===== config.mk =====
export PLATFORM = sky130hd
export DESIGN_NAME = mem_arbiter_ctrl
export DESIGN_NICKNAME = d
export VERILOG_FILES = /design/src/rtl/mem_arbiter_ctrl.sv
export SDC_FILE = /design/constraint.sdc
export NUM_CORES = 1
export LEC_CHECK = 0
export ABC_AREA = 1
export BUFFER_PORTS_ARGS = -buffer_cell sky130_fd_sc_hd__buf_2
export CAP_MARGIN = 20
export CORE_UTILIZATION = 50
export DETAILED_ROUTE_END_ITERATION = 10
export PLACE_DENSITY = 0.86
export SYNTH_ARGS = -nofsm -noshare
export SYNTH_HDL_FRONTEND = slang
export SYNTH_SLANG_ARGS = --single-unit

===== constraint.sdc =====
create_clock -name clk_in -period 6.1 [get_ports clk_in]
set_clock_uncertainty 0.1 [all_clocks]
set_input_delay 0.915 -clock clk_in [delete_from_list [all_inputs] [get_ports clk_in]]
set_output_delay 0.915 -clock clk_in [all_outputs]
set_load 0.01 [all_outputs]

===== src/rtl/mem_arbiter_ctrl.sv =====
// Byte-serial arbiter sharing one 8-bit RAM port between instruction fetch and the MEM stage.
// MEM wins ties; a redirect (pcJump) abandons an in-flight fetch without a done pulse.
module mem_arbiter_ctrl #(
  parameter int RAM_ADDR_W = 17
) (
  input  logic                  clk_in,
  input  logic                  rst_in,
  input  logic                  pcJump_in,
  input  logic                  if_req_in,
  input  logic [31:0]           if_addr_in,
  output logic                  if_done_out,
  output logic [31:0]           if_inst_out,
  input  logic                  mem_req_in,
  input  logic                  mem_we_in,
  input  logic [1:0]            mem_size_in,
  input  logic [31:0]           mem_addr_in,
  input  logic [31:0]           mem_wdata_in,
  output logic                  mem_done_out,
  output logic [31:0]           mem_rdata_out,
  output logic [RAM_ADDR_W-1:0] ram_addr_out,
  output logic                  ram_wr_out,
  output logic [7:0]            ram_dout,
  input  logic [7:0]            ram_din,
  output logic                  stallIF_out,
  output logic                  stallMEM_out
);

  typedef enum logic [1:0] {S_IDLE, S_IF_RD, S_MEM_RD, S_MEM_WR} state_t;

  state_t                r_state, w_next;
  logic [2:0]            r_cnt, r_n;
  logic [RAM_ADDR_W-1:0] r_addr;
  logic [31:0]           r_wdata, r_buf, r_inst, r_rdata, w_asm;
  logic [1:0]            w_bidx;
  logic                  w_xfer, w_last;
  logic                  w_start_if, w_start_mem, w_if_done, w_mem_done, w_rd_done;
  logic                  w_unused;

  // Upper request-address bits are deliberately dropped: the RAM space wraps.
  assign w_unused = ^{if_addr_in[31:RAM_ADDR_W], mem_addr_in[31:RAM_ADDR_W]};

  function automatic logic [2:0] f_nbytes(input logic [1:0] s);
    case (s)
      2'b00:   return 3'd1;
      2'b01:   return 3'd2;
      default: return 3'd4;
    endcase
  endfunction

  assign w_xfer = (r_cnt < r_n);
  assign w_last = (r_cnt == r_n);
  // Byte captured this cycle belongs to the address driven one cycle earlier.
  assign w_bidx = 2'(r_cnt - 3'd1);

  always_comb begin
    w_next      = r_state;
    w_start_if  = 1'b0;
    w_start_mem = 1'b0;
    w_if_done   = 1'b0;
    w_mem_done  = 1'b0;
    case (r_state)
      S_IDLE: begin
        if (mem_req_in) begin
          w_start_mem = 1'b1;
          w_next      = mem_we_in ? S_MEM_WR : S_MEM_RD;
        end else if (if_req_in && !pcJump_in) begin
          w_start_if = 1'b1;
          w_next     = S_IF_RD;
        end
      end
      S_IF_RD: begin
        if (!if_req_in || pcJump_in) begin
          w_next = S_IDLE;
        end else if (w_last) begin
          w_if_done = 1'b1;
          w_next    = S_IDLE;
        end
      end
      S_MEM_RD, S_MEM_WR: begin
        if (!mem_req_in) begin
          w_next = S_IDLE;
        end else if (w_last) begin
          w_mem_done = 1'b1;
          w_next     = S_IDLE;
        end
      end
      default: w_next = S_IDLE;
    endcase
  end

  assign w_rd_done = w_mem_done && (r_state == S_MEM_RD);

  // Final byte arrives on the done cycle, so the result is merged combinationally.
  always_comb begin
    w_asm = r_buf;
    w_asm[{w_bidx, 3'b000} +: 8] = ram_din;
  end

  always_ff @(posedge clk_in) begin
    if (rst_in) begin
      r_state <= S_IDLE;
      r_cnt   <= '0;
      r_n     <= '0;
      r_addr  <= '0;
      r_wdata <= '0;
      r_buf   <= '0;
      r_inst  <= '0;
      r_rdata <= '0;
    end else begin
      r_state <= w_next;
      if (w_start_mem) begin
        r_cnt   <= '0;
        r_n     <= f_nbytes(mem_size_in);
        r_addr  <= mem_addr_in[RAM_ADDR_W-1:0];
        r_wdata <= mem_wdata_in;
        r_buf   <= '0;
      end else if (w_start_if) begin
        r_cnt   <= '0;
        r_n     <= 3'd4;
        r_addr  <= if_addr_in[RAM_ADDR_W-1:0];
        r_wdata <= '0;
        r_buf   <= '0;
      end else if (r_state != S_IDLE) begin
        r_cnt <= r_cnt + 3'd1;
        if (r_cnt != 3'd0 && r_state != S_MEM_WR)
          r_buf[{w_bidx, 3'b000} +: 8] <= ram_din;
      end
      if (w_if_done) r_inst  <= w_asm;
      if (w_rd_done) r_rdata <= w_asm;
    end
  end

  always_comb begin
    ram_addr_out = '0;
    ram_wr_out   = 1'b0;
    ram_dout     = '0;
    if (r_state != S_IDLE && w_xfer) begin
      ram_addr_out = r_addr + RAM_ADDR_W'(r_cnt);
      if (r_state == S_MEM_WR) begin
        ram_wr_out = 1'b1;
        ram_dout   = r_wdata[{r_cnt[1:0], 3'b000} +: 8];
      end
    end
  end

  assign if_done_out   = w_if_done;
  assign if_inst_out   = w_if_done ? w_asm : r_inst;
  assign mem_done_out  = w_mem_done;
  assign mem_rdata_out = w_rd_done ? w_asm : r_rdata;
  assign stallIF_out   = if_req_in && !if_done_out;
  assign stallMEM_out  = mem_req_in && !mem_done_out;

endmodule


# --- Word-level counts from Yosys, hierarchy flattened ---
# Index checks and enable logic that the tools add are counted.
totals:
  register_bits: 153
  input_bits: 112
  output_inout_bits: 94
  wordCells: 74
classes:
  add_sub_neg: 4
  n_lt_le_gt_ge: 1
  n_eq_ne: 7
  n_shift: 3
  mux: 32
  n_reduce_logical: 19
ops:
  columns: ["operator", "n"]
  rows:
  - ["32-bit 2-to-1 mux", 4]
  - ["17-bit 2-to-1 mux", 3]
  - ["32-bit bitwise mux", 1]
  - ["8-bit by 7-bit variable shift with 32-bit output, first input constant", 1]
  - ["32-bit by 6-bit variable part select with 8-bit output", 1]
  - ["8-bit by 7-bit variable part select with 32-bit output", 1]
  - ["17-bit by 3-bit adder with 17-bit output", 1]
  - ["8-bit 2-to-1 mux", 2]
  - ["1-bit 2-to-1 mux", 13]
  - ["2-bit 2-to-1 mux", 5]
  - ["5-bit negator with 7-bit output", 1]
  - ["1-bit logical AND", 6]
  - ["3-bit 2-to-1 mux", 2]
  - ["2-bit one-hot mux with 3 select lines", 1]
  - ["3-bit one-hot mux with 2 select lines", 1]
  - ["2-bit by 1-bit == test with 1-bit output, second input constant", 2]
  - ["2-bit == test, second input constant", 2]
  - ["1-bit zero test", 4]
  - ["2-bit zero test", 2]
  - ["2-bit nonzero test", 2]
  - ["3-bit by 1-bit adder with 3-bit output, second input constant", 1]
  - ["3-bit == test", 1]
  - ["3-bit < comparator", 1]
  - ["3-bit != test, second input constant", 1]
  - ["other kinds (7)", 7]

# --- Depth between registers and ports, before layout ---
depth:
  ltp_word: 7
  depth_mapped: 11
  mapped_depth_nobuf: 11

# --- Worst setup path after synthesis ---
# OpenSTA, ideal clock, no wires.
synth_path:
  path_type: "register to output"
  start: "register r_cnt[0]"
  end: "output port if_inst_out[24]"
  arrival_ns: 2.245
  required_ns: 5.085
  setup_slack_ns: 2.840
  stages_incl_launch_ff: 10
  path_buffers: 2
  path_cell_list: "dfxtp_1 buf_4 clkinv_1 clkbuf_1 ha_1 nor3_1 nand2_1 nand2_1 nand2_1 nand2_1"
synth_between:
  elab_chain_cells: 5
  elab_cells_between_ends: 10
  cone_classes: "add/sub (2); eq/ne (1); shift (2); mux (5)"
synth_lines:
  columns: ["element", "line_no", "source"]
  rows:
  - ["start, declared", "31", "logic [2:0] r_cnt, r_n;"]
  - ["start signal, assigned", "124", "r_cnt <= r_cnt + 3'd1;"]
  - ["2-bit by 1-bit subtractor with 2-bit output *", "53", "assign w_bidx = 2'(r_cnt - 3'd1);"]
  - ["net w_bidx[0]", "34", "logic [1:0] w_bidx;"]
  - ["5-bit negator with 7-bit output *", "96", "w_asm[{w_bidx, 3'b000} +: 8] = ram_din;"]
  - ["8-bit by 7-bit variable part select with 32-bit output / 8-bit by 7-bit variable shift with 32-bit output (equally long branches)", "96", null]
  - ["32-bit bitwise mux *", "96", null]
  - ["32-bit 2-to-1 mux *", null, null]
  - ["end, declared", "12", "output logic [31:0] if_inst_out,"]
# The timed path passes the listed nets; every way through them passes the cells marked *.

# --- Final worst setup path ---
layout_path:
  start: "register r_cnt[1]"
  end: "output port if_inst_out[20]"
layout_between:
  elab_chain_cells: 5
  elab_cells_between_ends: 10
  cone_classes: "add/sub (2); eq/ne (1); shift (2); mux (5)"
layout_lines:
  columns: ["element", "line_no"]
  rows:
  - ["2-bit by 1-bit subtractor with 2-bit output / 3-bit == test (equally long branches)", "53, 51"]
  - ["5-bit negator with 7-bit output / 1-bit 2-to-1 mux (equally long branches)", "96, 74"]
  - ["8-bit by 7-bit variable part select with 32-bit output (tied with other cells)", "96"]
  - ["32-bit bitwise mux / 1-bit 2-to-1 mux (equally long branches)", "96, 61"]
  - ["32-bit 2-to-1 mux *", null]
# Mark *: on every way between the ends. The rest lies on a longest branch, timed or not.

==> impl_metrics.ini <==
[run_status]
status = complete, no violations

[logic_synthesis]
avgSynthCellArea_um2 = 6.86
synthDistinctLibCells = 36
synth_cells = 1075
syn_area_um2 = 7380
seq_area_frac_synth = 0.415
synth-seq-cells = 153
ys_warn_count = 0
synth_nets = 1200

[worst_setup_path]
r2r_start = r_cnt[1]$_SDFFE_PP0P_
r2r_slack_ns = 2.70
ff2ff_path_depth = 8
cp-start-kind = register
path_buf_inv = 2
path_cells = clkinv_1, ha_1, nor2_1, nand3_1, o21ai_1, nand2_1, nand2_1, buf_2
timing.rr.end = r_buf[12]$_SDFFE_PP0P_
end_kind = primary output
path_class = reg -> out
crit_cells = 8
cp_slowest_cell = dfxtp_1
cpPeakStageDelay_ns = 0.78
cp.required_ns = 5.08
crit_arrival_ns = 3.60
critPathTopFamily = flip-flops
crit_top_cell = nand2_1
crit_path_max_fanout = 15

[clock_network]
cts_tree = yes
path_clk_slew_ns = 0.06
clock_sinks = 153
clockBufferDepth = 2
postCtsHoldBufs = 0
h-tree-depth = 4
cts_root_buf = clkbuf_16
cts_setup_buffers = 0
clk_latency_ns = 0.42
postCtsResizedCells = 0
cts_inserted_buffers = 17

[routing]
route.detailed.drc = 0
ant_nets = 0
dr.first_iter.drc_count = 691
finalWirelength_mm = 20.2
first_pass_iters = 5
via_per_inst = 5.36
vias = 7610
wire_per_inst_um = 14.2

[timing]
period_share = 0.757
relSlewSlack = 0.364
tightest_slew_ns = 0.955
fin_crit_ns = 4.62
slew_violations = 0
finalSetupViolations = 0
tns_ns = 0
rsz0062_at_grt = no
maxClockFrequency_mhz = 217
hold_viol = 0

[global_route]
antenna_found_initial = 1
grt_overflow_total = 0
grt_max_degree = 85
grt_pass1_vias = 6658
grtUsageTotal = 0.268
grt_first_pass_wirelength_mm = 31.6

[die]
die_h_um = 123
die_w_um = 123
design.core.area_um2 = 14500
start_util = 0.509
die-area_um2 = 15200
ios = 206
row_count = 44

[flow_run]
cap_violations = 0

[power]
peakVddDrop_v = 0.000191
pwr_density_cell_nw_per_um2 = 276
report.power.total_mw = 2.43
p_leak_nw = 4.12

[worst_hold_path]
hp-class = reg -> reg
min_path_cells = 2
hold_end = r_addr[2]$_SDFFE_PP0P_
worstHoldStart = r_addr[2]$_SDFFE_PP0P_

[finish]
nFillCells = 1349
layout_common_cells = 379 x nand2_1, 175 x buf_2, 153 x dfxtp_1
nets = 1346
area_delta_synth_final_pct = 19.4
mostFrequentLayoutCell = nand2_1
drive_gt1_frac = 0.200

[placement]
numPortBuffers = 175
dp_hpwl_mm = 13.2
gp_congestion = 0.889
## logic make-up (layout without fill, tap and decap cells)
family                     count (synthesis)  count (layout)  share of synthesized area
AOI/OAI and AO/OA                        265             265                      0.194
xor gates and xnor gates                   1               1                    0.00119
adders and majority gates                 13              13                     0.0231
buffers and inverters                    132             291                     0.0850
DFF                                      153             153                      0.415
other                                      0               1                          0
and+or+nand+nor                          511             511                      0.281
## registers in the layout (all words and copies together), names as in the netlist
register and cells:
r_cnt 3, r_wdata 32, r_state 2, r_n 3, r_buf 32, r_addr 17
r_inst 32, r_rdata 32
## where the power goes
part	total [mW]	switching, mW	internal, mW	leakage [nW]
clock network	1.06	0.448	0.614	0.285
registers	1.06	0.0289	1.03	1.24
logic	0.303	0.212	0.0910	2.59
## worst min-delay path, delay by kind of cell (launching register included)
family,cells,cell delay (ns)
flops,1,0.32
simple gates,2,0.10
## worst max-delay path by stage
stage | end | startpoint | slack, ns
2_1_floorplan | if_inst_out[24] | r_cnt[0]$_SDFFE_PP0P_ | 2.84
3_3_place_gp | if_inst_out[16] | r_cnt[1]$_SDFFE_PP0P_ | 2.12
3_5_place_dp | if_inst_out[20] | r_cnt[1]$_SDFFE_PP0P_ | 2.08
4_1_cts | if_inst_out[20] | r_cnt[1]$_SDFFE_PP0P_ | 1.60
5_1_grt | if_inst_out[22] | r_cnt[1]$_SDFFE_PP0P_ | 1.25
6_report | if_inst_out[20] | r_cnt[1]$_SDFFE_PP0P_ | 1.48
## metrics by stage
step | utilization | std cells | hold slack (ns) | worst slack, ns | instance area (µm²)
after global routing | 0.608 | 1419 | 0.388 | 1.25 | 8810
final | 0.608 | 1419 | 0.362 | 1.48 | 8810
after CTS | 0.607 | 1417 | 0.362 | 1.60 | 8790
after floorplan | - | 1075 | 0.327 | 2.84 | 7380
after detailed placement | 0.566 | 1385 | 0.348 | 2.08 | 8200
after global placement | 0.566 | 1385 | 0.347 | 2.12 | 8200
## layout make-up
type,instances,area (µm²),area share
multi-input combinational,790,3690,0.419
timing repair buffer,182,936,0.106
clock buffer,18,429,0.0487
clock inverter,14,161,0.0183
inverter,77,298,0.0338
tap,184,230,0.0261
sequential,153,3060,0.348
antenna,1,2.50,0.000284
## routing by layer
metal	track usage	routed length (µm)
met5	0	0
met4	0.127	650
met3	0.0627	1260
met2	0.416	9110
met1	0.349	9160
## cell usage after synthesis
| master | count | share of area |
|---|---|---|
| a211oi_1 | 1 | 0.0010 |
| a22oi_1 | 16 | 0.016 |
| o21ai_2 | 12 | 0.014 |
| a21oi_1 | 134 | 0.091 |
| nand4_1 | 5 | 0.0042 |
| inv_2 | 6 | 0.0031 |
| a21oi_4 | 1 | 0.0022 |
| clkinv_1 | 3 | 0.0015 |
| buf_8 | 1 | 0.0020 |
| nor3_1 | 2 | 0.0014 |
| inv_1 | 66 | 0.034 |
| clkbuf_1 | 23 | 0.012 |
| dfxtp_1 | 153 | 0.42 |
| clkinv_2 | 1 | 0.00068 |
| buf_1 | 2 | 0.0010 |
| buf_4 | 5 | 0.0051 |
| or2_2 | 2 | 0.0017 |
| inv_8 | 1 | 0.0015 |
| buf_2 | 14 | 0.0095 |
| nand3_2 | 1 | 0.0014 |
| o41ai_1 | 1 | 0.0012 |
| o21ai_0 | 81 | 0.055 |
| fa_1 | 1 | 0.0027 |
| nor2_4 | 5 | 0.0076 |
| nand2_2 | 2 | 0.0017 |
| xor2_1 | 1 | 0.0012 |
| nor2_2 | 1 | 0.00085 |
| nand4_2 | 1 | 0.0017 |
| buf_6 | 10 | 0.015 |
| nand2_1 | 379 | 0.19 |
| nor2_8 | 1 | 0.0027 |
| o31ai_1 | 1 | 0.0010 |
| ha_1 | 12 | 0.020 |
| nor2_1 | 63 | 0.032 |
| o21ai_1 | 18 | 0.012 |
| nand3_1 | 49 | 0.033 |
Power figures use the tool's default switching activity.
